--- config.mk ---
export PLATFORM = sky130hd
export DESIGN_NAME = bitmap_port_arbiter
export DESIGN_NICKNAME = d
export VERILOG_FILES = /design/src/rtl/cle_pkg.sv /design/src/rtl/rr_pick.sv /design/src/rtl/bitmap_port_arbiter.sv
export SDC_FILE = /design/constraint.sdc
export NUM_CORES = 1
export LEC_CHECK = 0
export ABC_CLOCK_PERIOD_IN_PS = 2900
export CORE_MARGIN = 5
export CORE_UTILIZATION = 35
export CTS_BUF_LIST = sky130_fd_sc_hd__clkbuf_4 sky130_fd_sc_hd__clkbuf_8 sky130_fd_sc_hd__clkbuf_16
export CTS_CLUSTER_DIAMETER = 80
export DETAILED_ROUTE_END_ITERATION = 10
export GPL_TIMING_DRIVEN = 0
export PLACE_DENSITY_LB_ADDON = 0.08
export SYNTH_ARGS = -nofsm -noshare
export SYNTH_HDL_FRONTEND = slang
export SYNTH_SLANG_ARGS = --single-unit
--- constraint.sdc ---
create_clock -name clk -period 2.9 [get_ports clk]
set_clock_uncertainty 0.05 [all_clocks]
set_input_delay 0.29 -clock clk [delete_from_list [all_inputs] [get_ports clk]]
set_output_delay 0.29 -clock clk [all_outputs]
set_load 0.05 [all_outputs]
--- src/rtl/cle_pkg.sv ---
// Shared types and constants for the labeling-engine SRAM arbitration blocks.
package cle_pkg;

  typedef enum logic {
    IDLE   = 1'b0,
    LOCKED = 1'b1
  } arb_state_e;

  localparam logic SRAM_WEN_WRITE = 1'b0;
  localparam logic SRAM_WEN_READ  = 1'b1;

  localparam int BITMAP_AW = 8;
  localparam int BITMAP_DW = 8;

  localparam int REQ_LOADER = 0;
  localparam int REQ_SCAN   = 1;
  localparam int REQ_BRANCH = 2;

  // Successor of a requester index in round-robin order.
  function automatic int rr_next(input int idx, input int n);
    return (idx + 1) % n;
  endfunction

endpackage

--- src/rtl/rr_pick.sv ---
// Combinational round-robin picker: first set request at or above ptr, wrapping.
module rr_pick #(
  parameter int N  = 3,
  parameter int PW = (N > 1) ? $clog2(N) : 1
) (
  input  logic [N-1:0]  req,
  input  logic [PW-1:0] ptr,
  output logic [N-1:0]  gnt,
  output logic [PW-1:0] idx,
  output logic          valid
);

  logic hit_s;

  // Scan from ptr upward; the first hit wins and masks all later candidates.
  always_comb begin
    gnt   = '0;
    idx   = '0;
    valid = 1'b0;
    hit_s = 1'b0;
    for (int k = 0; k < N; k++) begin
      hit_s = !valid && req[(int'(ptr) + k) % N];
      gnt[(int'(ptr) + k) % N] = gnt[(int'(ptr) + k) % N] | hit_s;
      idx   = hit_s ? PW'((int'(ptr) + k) % N) : idx;
      valid = valid | hit_s;
    end
  end

endmodule

--- src/rtl/bitmap_port_arbiter.sv ---
// Round-robin arbiter with burst lock sharing one single-port 256x8 bitmap SRAM.
module bitmap_port_arbiter
  import cle_pkg::*;
#(
  parameter int NREQ     = 3,
  parameter int AW       = BITMAP_AW,
  parameter int DW       = BITMAP_DW,
  parameter int LOCK_MAX = 16
) (
  input  logic               clk,
  input  logic               reset,
  input  logic [NREQ-1:0]    req,
  input  logic [NREQ-1:0]    we,
  input  logic [NREQ*AW-1:0] addr,
  input  logic [NREQ*DW-1:0] wdata,
  input  logic [NREQ-1:0]    lock,
  output logic [NREQ-1:0]    gnt,
  output logic [NREQ-1:0]    rvalid,
  output logic [DW-1:0]      rdata,
  output logic [AW-1:0]      mem_a,
  output logic [DW-1:0]      mem_d,
  output logic               mem_wen,
  input  logic [DW-1:0]      mem_q,
  output logic               busy
);

  localparam int PW = (NREQ > 1) ? $clog2(NREQ) : 1;
  localparam int CW = $clog2(LOCK_MAX + 1);

  arb_state_e      state_r;
  logic [PW-1:0]   owner_r;
  logic [PW-1:0]   rr_ptr_r;
  logic [CW-1:0]   lock_cnt_r;
  logic [NREQ-1:0] rvalid_r;

  logic [NREQ-1:0] pick_gnt_s;
  logic [PW-1:0]   pick_idx_s;
  logic            pick_valid_s;
  logic [NREQ-1:0] gnt_s;
  logic [PW-1:0]   sel_s;
  logic            any_gnt_s;
  logic            lock_end_s;

  rr_pick #(.N(NREQ), .PW(PW)) u_pick (
    .req   (req),
    .ptr   (rr_ptr_r),
    .gnt   (pick_gnt_s),
    .idx   (pick_idx_s),
    .valid (pick_valid_s)
  );

  // Grant selection: lock owner has exclusive access, otherwise round-robin.
  always_comb begin
    gnt_s = '0;
    sel_s = '0;
    if (reset) begin
      gnt_s = '0;
      sel_s = '0;
    end else begin
      case (state_r)
        IDLE: begin
          gnt_s = pick_gnt_s;
          sel_s = pick_idx_s;
        end
        LOCKED: begin
          gnt_s[owner_r] = req[owner_r];
          sel_s          = owner_r;
        end
        default: begin
          gnt_s = '0;
          sel_s = '0;
        end
      endcase
    end
  end

  assign any_gnt_s = |gnt_s;
  // The cycle that brings the count to LOCK_MAX is the owner's last locked access.
  assign lock_end_s = !req[owner_r] || !lock[owner_r] || (lock_cnt_r >= CW'(LOCK_MAX - 1));

  assign gnt     = gnt_s;
  assign mem_a   = any_gnt_s ? addr[int'(sel_s)*AW +: AW] : '0;
  assign mem_d   = any_gnt_s ? wdata[int'(sel_s)*DW +: DW] : '0;
  assign mem_wen = (any_gnt_s && we[sel_s]) ? SRAM_WEN_WRITE : SRAM_WEN_READ;
  assign rvalid  = reset ? '0 : rvalid_r;
  assign rdata   = mem_q;
  assign busy    = (state_r == LOCKED) | (|req);

  // Arbitration state, round-robin pointer, lock counter and read-return tag.
  always_ff @(posedge clk) begin
    if (reset) begin
      state_r    <= IDLE;
      owner_r    <= '0;
      rr_ptr_r   <= '0;
      lock_cnt_r <= '0;
      rvalid_r   <= '0;
    end else begin
      rvalid_r <= gnt_s & ~we;
      case (state_r)
        IDLE: begin
          if (pick_valid_s) begin
            rr_ptr_r <= PW'(rr_next(int'(pick_idx_s), NREQ));
            if (lock[pick_idx_s]) begin
              state_r    <= LOCKED;
              owner_r    <= pick_idx_s;
              lock_cnt_r <= CW'(1);
            end else begin
              state_r    <= IDLE;
            end
          end else begin
            state_r <= IDLE;
          end
        end
        LOCKED: begin
          if (lock_end_s) begin
            state_r    <= IDLE;
            lock_cnt_r <= '0;
            rr_ptr_r   <= PW'(rr_next(int'(owner_r), NREQ));
          end else begin
            lock_cnt_r <= (lock_cnt_r == CW'(LOCK_MAX)) ? lock_cnt_r : lock_cnt_r + CW'(1);
          end
        end
        default: begin
          state_r    <= IDLE;
          lock_cnt_r <= '0;
        end
      endcase
    end
  end

endmodule

# Yosys cells after proc, flatten, opt, wreduce, memory -nomap -nowiden
# Index checks and enable logic that the tools add are counted.
[classes] n_mux=59 n_bitwise=11 n_addsub=5 n_eq_ne=5 shifts=2 div=5 reduce_logical=18 order_cmp=11
[op_table] cell="modulo 32 x 3 -> 32 bit, second input constant" count=4
[op_table] cell="greater-or-equal comparator 32 x 1 -> 1 bit, second input constant" count=3
[op_table] cell="less-than comparator 32 x 4 -> 1 bit, second input constant" count=3
[op_table] cell="indexed part select 24 x 6 -> 8 bit" count=2
[op_table] cell="modulo 3 x 3 -> 32 bit, second input constant" count=1
[op_table] cell="2-to-1 mux 1 bit" count=24
[op_table] cell="binary-select mux 1 bit (select 2 bit)" count=10
[op_table] cell="2-to-1 mux 5 bit" count=4
[op_table] cell="2-to-1 mux 8 bit" count=2
[op_table] cell="2-to-1 mux 2 bit" count=6
[op_table] cell="one-hot mux 5 bit (2 select lines)" count=1
[op_table] cell="adder 2 x 1 -> 3 bit, second input constant" count=3
[op_table] cell="AND 3 bit" count=3
[op_table] cell="less-than comparator 2 x 3 -> 1 bit, second input constant" count=3
[op_table] cell="demux 1 bit (select 2 bit)" count=4
[op_table] cell="one-hot mux 2 bit (2 select lines)" count=2
[op_table] cell="logical AND 1 bit" count=7
[op_table] cell="bitwise mux 3 bit" count=2
[op_table] cell="2-to-1 mux 3 bit" count=2
[op_table] cell="bitwise OR 1 bit" count=6
[op_table] cell="one-hot mux 3 bit (2 select lines)" count=1
[op_table] cell="AND reduction 3 bit" count=2
[op_table] cell="OR reduction 3 bit" count=2
[op_table] cell="adder 5 x 1 -> 5 bit, second input constant" count=1
[op_table] cell="13 further kinds" count=18
[totals] word_cells=121 in_bits=67 out_inout_bits=32 ff_bits=13

# Depth between registers and ports, before layout
# Gate-level depths: netlist (run 1).
[depth] depth_word=21 mapped_depth=13 ltp_nobuf=10

# By module
# From an unflattened synthesis (run 1), not the netlist that was laid out.
[unflattened] hier_cells=258 hier_area_um2=1938.1
[by_module_without_submodules] mod="bitmap_port_arbiter" cells_each=200 seq_area_each_um2=260.2 instances=1 area_per_inst_um2=1508.9
[by_module_without_submodules] mod="rr_pick" cells_each=58 seq_area_each_um2=0.0 instances=1 area_per_inst_um2=429.2

# Worst setup path before layout (run 1)
# No wires, ideal clock.
[synth_path] path_kind="register -> output" from="register rr_ptr_r[0]" to="output port mem_a[0]" arrival_ns=3.221 n_path_buf=1 slack_ns=-0.661 t_required_ns=2.560 stages_incl_launch_ff=10 cell_sequence="dfxtp_1 inv_1 ha_1 buf_2 nand3b_2 o211ai_1 a31oi_1 o31ai_2 nor4_4 a21oi_1"
[synth_between] elab_chain_cells=20 elab_cells_between_ends=59 classes_between="add/sub (2); div (3); order compare (6); shift (1); mux (34); bitwise (5); reduce/logical (8)"
[synth_lines] element="start: declaration" line_no="bitmap_port_arbiter.sv:32" rtl="logic [PW-1:0] rr_ptr_r;"
[synth_lines] element="start signal: assignment" line_no="bitmap_port_arbiter.sv:102" rtl="rr_ptr_r <= PW'(rr_next(int'(pick_idx_s), NREQ));"
[synth_lines] element="start signal: assignment" line_no="bitmap_port_arbiter.sv:118" rtl="rr_ptr_r <= PW'(rr_next(int'(owner_r), NREQ));"
[synth_lines] element="parallel branches: the longest is 15 deep, another holds modulo 32 x 3 -> 32 bit"
[synth_lines] element="bitwise mux 3 bit (*)" line_no="rr_pick.sv:23" rtl="gnt[(int'(ptr) + k) % N] = gnt[(int'(ptr) + k) % N] | hit_s;"
[synth_lines] element="one-hot mux 3 bit (2 select lines) (*)" line_no="bitmap_port_arbiter.sv:60" rtl="case (state_r)"
[synth_lines] element="2-to-1 mux 3 bit (*)" line_no="bitmap_port_arbiter.sv:56" rtl="if (reset) begin"
[synth_lines] element="net gnt[0]" line_no="bitmap_port_arbiter.sv:17" rtl="output logic [NREQ-1:0] gnt,"
[synth_lines] element="OR reduction 3 bit (*)" line_no="bitmap_port_arbiter.sv:77" rtl="assign any_gnt_s = |gnt_s;"
[synth_lines] element="2-to-1 mux 8 bit (*)" line_no="bitmap_port_arbiter.sv:82" rtl="assign mem_a = any_gnt_s ? addr[int'(sel_s)*AW +: AW] : '0;"
[synth_lines] element="end: declaration" line_no="bitmap_port_arbiter.sv:20" rtl="output logic [AW-1:0] mem_a,"
# Mark *: on every way through the listed nets, which the timed path passes. The select of a mux whose other input is x is not followed.

# Worst setup path after layout (run 1)
[layout_path] from="register rr_ptr_r[0]" to="output port mem_d[4]"
[layout_between] elab_chain_cells=20 elab_cells_between_ends=59 classes_between="add/sub (2); div (3); order compare (6); shift (1); mux (34); bitwise (5); reduce/logical (8)"
[layout_lines] element="parallel branches: the longest is 19 deep, another holds modulo 32 x 3 -> 32 bit"
[layout_lines] element="2-to-1 mux 8 bit (*)" line_no="bitmap_port_arbiter.sv:83" rtl="assign mem_d = any_gnt_s ? wdata[int'(sel_s)*DW +: DW] : '0;"
[layout_lines] element="end: declaration" line_no="bitmap_port_arbiter.sv:21" rtl="output logic [DW-1:0] mem_d,"
# Every way passes the cells marked *. The select of a mux whose other input is x is not followed.

==> metrics.txt, run 1 <==
Slew Limit Fails 0; layout cells sized above 1 31.5%; die width 84.5 microns; Top delay family on crit path buffers and inverters; CTS sink count 13; Finish-stage setup viols 15; Worst path slowest cell a311oi_2; maxcap violations 0; clock latency on the worst-skew pair 260 ps; Layout Area Growth over Synthesis 72.8%; Synth async-reset ratio 0%; post-placement cell count 415; Avg Cell Area, Syn 7.61 sq um; CP dominant cell by count buf_6; gr usage total 18.3%; Vias per Instance 5.29; Core ar. 5440 sq um; Final Core Density 61.7%; Slew headroom 65.6%; Distinct cells, synth 62; Initial Util 35.7%; number of global-route vias before repair 2269; dpl ws -949 ps; setup slack after layout -36.1 ps; Hold Path Depth 2; most frequent cells in the layout clkdlybuf4s50_1, buf_4, buf_6; gpl congestion 0.857; Hold/Removal Path Class register to register; clk buf depth 2; remaining antenna violation count 0; Rows 27; Syn. warnings 0; Critical Path Stages 12; drt pass-1 iters 4; Top FF cell, synth dfxtp_1; FF+latch count, synth 13; pwr/cell area 1100 nW/um^2; DR WL/cell 15.7 microns; sequential area share after synthesis 13.4%; Post-synth EDFFs 0; IO Port Bufs 88; final WL 6.82 mm; Post-Syn Instances 255; DR vias 2297; failing checks negative setup slack; Root Driver clkbuf_8; Finished Layout Cells 434; gr ovfl total 0; Leakage Power 1.28 nW; Max FO, Critical Path 9; minimum hold slack 461 ps; Worst Path Arrival 2600 ps; Tmin final 2940 ps; DR iter-0 viols 194; Critical Path Max Stage Delay 400 ps; Setup crit end kind output pin; RSZ-0062 raised after global routing true; DIE HEIGHT 84.5 microns; CP startpoint kind register; kind of critical path register to output pin; final clock period utilization by the worst path 101%; diodes inserted 0; worst-margin pin slew 508 ps; Peak VDD IR 0.651 mV; Final nets 437; outcome finished, violations left; Reg2Reg Depth 12; synthesized cell area 1940 sq um; DP HPWL 5.24 mm; CTS tree built; Die ar. 7130 sq um; fmax 341 MHz; I/O pin count 99; CTS Buf Count 3; Critical Path, Cell by Cell inv_1 > ha_4 > buf_6 > mux2i_2 > o22ai_4 > a311oi_2 > o31ai_4 > nor4_4 > buf_4 > buf_8 > a21oi_4 > buf_6; Syn Nets 329; DRC violations left 0; worst path bufs/invs 5; Final Hold Vio Count 0; commonest non-fill, non-tap cell in the layout clkdlybuf4s50_1; Fill cells 503; worst endpoint required time 2560 ps; Worst-path clk slew 70 ps; H-tree Lvls 1; initial antenna violation count 0; first-pass GRT wire length 10.8 mm; largest net degree at the start of global routing 11
-- registers in the layout, indices dropped and copies added (netlist names) --
name,flops
lock_cnt_r,5
owner_r,2
rr_ptr_r,2
rvalid_r,3
state_r,1
-- synthesized netlist by cell type (all sizes together), types with 3 or more instances --
cell | count | area share [%]
nand3 | 21 | 5.4
buf | 27 | 9.3
ha | 7 | 4.5
mux2 | 3 | 1.9
dfxtp | 13 | 13
nand3b | 4 | 1.7
nand2b | 5 | 1.6
mux2i | 5 | 3.2
nor2b | 11 | 3.5
o21a | 19 | 7.4
a31oi | 3 | 0.97
nand2 | 7 | 1.4
inv | 10 | 1.9
nor2 | 10 | 1.9
nor3b | 19 | 7.4
clkbuf | 3 | 0.58
o21ai | 29 | 8.4
a21oi | 22 | 7.8
-- through the flow --
stage	power (W)	instance area [sq um]	TNS [ps]
finish	0.00368	3350	-353
detailed placement	0.00304	3070	-14800
global route	0.00388	3350	-1730
CTS	0.00358	3280	-298
floorplan	0.00232	2100	-1020
global placement	0.00303	3070	-14270
-- per-layer routing --
| metal | up-vias | wire length [microns] | GRT usage, % |
|---|---|---|---|
| li1 | 1136 | - | - |
| met4 | 0 | 46 | 3.02 |
| met5 | - | 0 | 0 |
| met1 | 1092 | 2910 | 22.8 |
| met3 | 7 | 321 | 2.85 |
| met2 | 62 | 3540 | 33.5 |
-- logic make-up after synthesis --
logic type	Yosys count	share of synthesized area, %
buf+inv	40	11.8
compound gates	93	34.6
mux	8	5.16
flops	13	13.4
simple gates	94	30.6
fa+ha+maj	7	4.51
-- where the power goes --
group	internal (W)	total [W]	switching [W]
Clock	0.000107	0.000191	0.0000844
Combinational	0.00135	0.00322	0.00188
Sequential	0.000225	0.000261	0.0000362
-- tightest hold or removal path, delay by kind of cell, from the launching register on --
family,cells,cell delay [ps]
flip-flops,1,350
AND/OR/NAND/NOR,1,60
AO/OA/AOI/OAI,1,60
-- timing repair --
item | CTS | global route
endpoints found under the setup margin | 20 | 19
gates resized for setup | 159 | 14
gates cloned | 1 | 0
hold buffers | 0 | 0
setup buffers | 11 | 5
pin swaps | 10 | 9
-- worst paths after layout --
check	from	end	slack [ps]
max	rr_ptr_r[0]$_SDFFE_PP0P_	mem_d[4]	-40
min	lock_cnt_r[2]$_SDFFE_PP0P_	lock_cnt_r[2]$_SDFFE_PP0P_	460
max reg2reg	rr_ptr_r[0]$_SDFFE_PP0P_	rr_ptr_r[0]$_SDFFE_PP0P_	380
min reg2reg	lock_cnt_r[2]$_SDFFE_PP0P_	lock_cnt_r[2]$_SDFFE_PP0P_	460
-- layout make-up --
cell class                      instances  area, sq um  share of cell area (%)
Tap cell                               72         90.1                    2.69
Timing Repair Buffer                  105         1040                    31.2
Buffer                                 28          221                    6.60
Clock buffer                            4         48.8                    1.46
Inverter                               10         37.5                    1.12
Sequential cell                        13          268                    7.99
Multi-Input combinational cell        202         1640                    49.0
Power figures use the tool's default switching activity.
==> run 2: changes to the inputs <==
--- a/config.mk
+++ b/config.mk
@@ -6,13 +6,15 @@
 export NUM_CORES = 1
 export LEC_CHECK = 0
 export ABC_CLOCK_PERIOD_IN_PS = 2900
+export CELL_PAD_IN_SITES_DETAIL_PLACEMENT = 0
+export CELL_PAD_IN_SITES_GLOBAL_PLACEMENT = 2
 export CORE_MARGIN = 5
-export CORE_UTILIZATION = 35
+export CORE_UTILIZATION = 21
 export CTS_BUF_LIST = sky130_fd_sc_hd__clkbuf_4 sky130_fd_sc_hd__clkbuf_8 sky130_fd_sc_hd__clkbuf_16
 export CTS_CLUSTER_DIAMETER = 80
 export DETAILED_ROUTE_END_ITERATION = 10
 export GPL_TIMING_DRIVEN = 0
-export PLACE_DENSITY_LB_ADDON = 0.08
+export PLACE_DENSITY = 0.85
 export SYNTH_ARGS = -nofsm -noshare
 export SYNTH_HDL_FRONTEND = slang
 export SYNTH_SLANG_ARGS = --single-unit
==> run 2 against run 1 <==
Compared with the run above:
- sequential power rose by 2%
- die area rose by 58%
- setup slack got worse by 2.4 ps
- the run still ends with negative setup slack left
- routed wire length rose by 7.8%
- core utilization fell by 23 points
- non-clock buffer count fell by 5
==> metrics.txt, run 2 (synthesis gave the netlist of run 1 again) <==
DR WL/cell 15.7 microns (about the same); Final Hold Vio Count 0 (unchanged); kind of critical path register to output pin; DR iter-0 viols 37 (-81%); Critical Path, Cell by Cell inv_4 > ha_4 > buf_12 > nand2b_4 > o22ai_2 > nand4b_1 > a211oi_4 > nor4_4 > buf_4 > buf_6 > a21oi_2 > buf_6; fmax 340 MHz (about the same); clock latency on the worst-skew pair 250 ps (about the same); CTS Buf Count 3 (unchanged); most frequent cells in the layout clkdlybuf4s50_1, buf_4, buf_6; Die ar. 11300 sq um (+58%); Rows 35 (+30%); Final Core Density 38.7% (-23 points); cts hold-fix bufs 0 (unchanged); Worst path slowest cell dfxtp_4; Largest register FFs 5 (unchanged); remaining antenna violation count 0 (unchanged); final clock period utilization by the worst path 101% (about the same); Slew Limit Fails 0 (unchanged); diodes inserted 0 (unchanged); DR vias 2278 (-0.83%); Initial Util 21.3% (-14 points); Slew headroom 62.6% (-3.0 points); CP startpoint kind register; DIE HEIGHT 106 microns (+26%); Int Power 0.00171 W (+2.0%); Worst Path Arrival 2600 ps (about the same); first-pass GRT wire length 11.8 mm (+8.8%); setup slack after layout -38.5 ps (-2.41 ps); dpl ws -974 ps (-25.1 ps); Vias per Instance 4.87 (-8.0%); area of placed instances 3120 sq um (+1.6%); RSZ-0062 raised after global routing true; largest net degree at the start of global routing 18 (+7); CTS sink count 13 (unchanged); layout cells sized above 1 36.7% (+5.2 points); drt pass-1 iters 5 (+1); gr usage total 12.7% (-5.6 points); Max FO, Critical Path 4 (-5); DP HPWL 5.71 mm (+8.9%); Clk pwr share 4.7% (-0.5 points); NetSw 0.00206 W (+3.4%); Layout Area Growth over Synthesis 81.6%; Tmin final 2940 ps (+2.41 ps); pwr/cell area 1070 nW/um^2 (-2.2%); reg2reg end rr_ptr_r[0]$_SDFFE_PP0P_; Top reg by flops lock_cnt_r; reg2reg setup slack 370 ps (about the same); number of global-route vias before repair 2402 (+5.9%); Reg power frac 7.1% (about the same); Reg2Reg Launch Point rr_ptr_r[0]$_SDFFE_PP0P_; Final Cell Area 3520 sq um (+5.1%); hold path startpoint lock_cnt_r[4]$_SDFFE_PP0P_; die width 106 microns (+26%); gpl congestion 0.859 (+0.19%); worst setup path start rr_ptr_r[0]$_SDFFE_PP0P_; Hold Path Depth 2 (unchanged); Reg2Reg Depth 11 (-1); Peak VDD IR 0.653 mV (+0.35%); clk buf depth 2 (unchanged); IO Port Bufs 88 (unchanged); I/O pin count 99 (unchanged); gr ovfl total 0 (unchanged); Finish-stage setup viols 8 (-7); Hold/Removal Path Class register to register; maxcap violations 0 (unchanged); Regs by FF count lock_cnt_r x5, rvalid_r x3; final WL 7.35 mm (+7.8%); worst endpoint required time 2560 ps (about the same); Leakage Power 1.30 nW (+1.4%); CTS tree built; Combinational Power Share 88.2% (+0.5 points); Setup crit end kind output pin; Final nets 432 (-1.1%); Root Driver clkbuf_8; Sw Ratio 54.7% (+0.35 points); worst-margin pin slew 561 ps (+52.6 ps); initial antenna violation count 0 (unchanged); commonest non-fill, non-tap cell in the layout clkdlybuf4s50_1; outcome finished, violations left; failing checks negative setup slack; CP dominant cell by count buf_6; Worst Hold Path EP lock_cnt_r[4]$_SDFFE_PP0P_; DRC violations left 0 (unchanged); H-tree Lvls 1 (unchanged); Core ar. 9110 sq um (+67%); minimum hold slack 453 ps (-8.03 ps); Critical Path Max Stage Delay 390 ps (about the same); total power 0.00378 W (+2.8%); Worst-path clk slew 70 ps (about the same)
==> run 2: changes by cell type in the layout (fill, tap and decap cells not counted), moves of 4 or more <==
cell / previous run / this run
a21oi_2: 8 / 4
nor3b_2: 3 / 9
o21ai_2: 2 / 11
nor3b_1: 16 / 8
buf_4: 31 / 26
o21ai_1: 16 / 6
a21oi_4: 10 / 14
==> run 2: layout make-up <==
type,count,area [sq um]
sequential,13,265
inverter,10,40.0
multi-input combinational,202,1790
tap,111,139
fill,953,5590
buffer,27,223
clock buffer,4,48.8
timing repair buffer,101,1020
==> run 2: worst max path at each step <==
stage | depth (start not counted) | end | slack, ps
CTS | 12 | mem_a[0] | -50
finish | 12 | mem_a[0] | -40
global placement | 9 | mem_d[5] | -990
floorplan | 10 | mem_a[4] | -80
detailed placement | 10 | mem_a[6] | -970
global route | 12 | mem_a[2] | -140
==> run 2: power groups by stage <==
stage	clock [W]	combinational [W]	sequential, W
2_1_floorplan	0	0.00207	0.000255
6_report	0.000179	0.00333	0.000267
4_1_cts	0.000183	0.00319	0.000265
3_5_place_dp	0	0.00280	0.000265
5_1_grt	0.000188	0.00353	0.000272
3_3_place_gp	0	0.00280	0.000265
==> run 2: what timing repair did <==
item / CTS / global route
gates resized for setup: 179 / 25
cloned: 0 / 0
pin swaps: 14 / 10
endpoints found under the setup margin: 20 / 19
buffers inserted: 11 / 2
==> run 2: worst max-delay path: cells and delay by family (launching register included) <==
kind	cells	cell delay, ps
flip-flops	1	390
buffers and inverters	5	620
adder cells (fa/ha/maj)	1	310
AND/OR/NAND/NOR	3	340
AO/OA/AOI/OAI	3	690
==> run 2: stage by stage <==
step                      cells  setup TNS [ps]
after floorplan             255           -1020
final                       468            -169
after global routing        468           -1740
after CTS                   466            -292
after detailed placement    454          -15040
after global placement      454          -15490
==> run 2: routing by layer <==
| metal | part of all wire, % | wire length (microns) | vias up | global-route usage [%] |
|---|---|---|---|---|
| li1 | - | - | 1128 | - |
| met2 | 50 | 3660 | 78 | 22.8 |
| met1 | 41 | 3010 | 1064 | 14.7 |
| met4 | 0.92 | 68 | 0 | 2.22 |
| met3 | 8.4 | 615 | 8 | 4.37 |
| met5 | 0 | 0 | - | 0 |
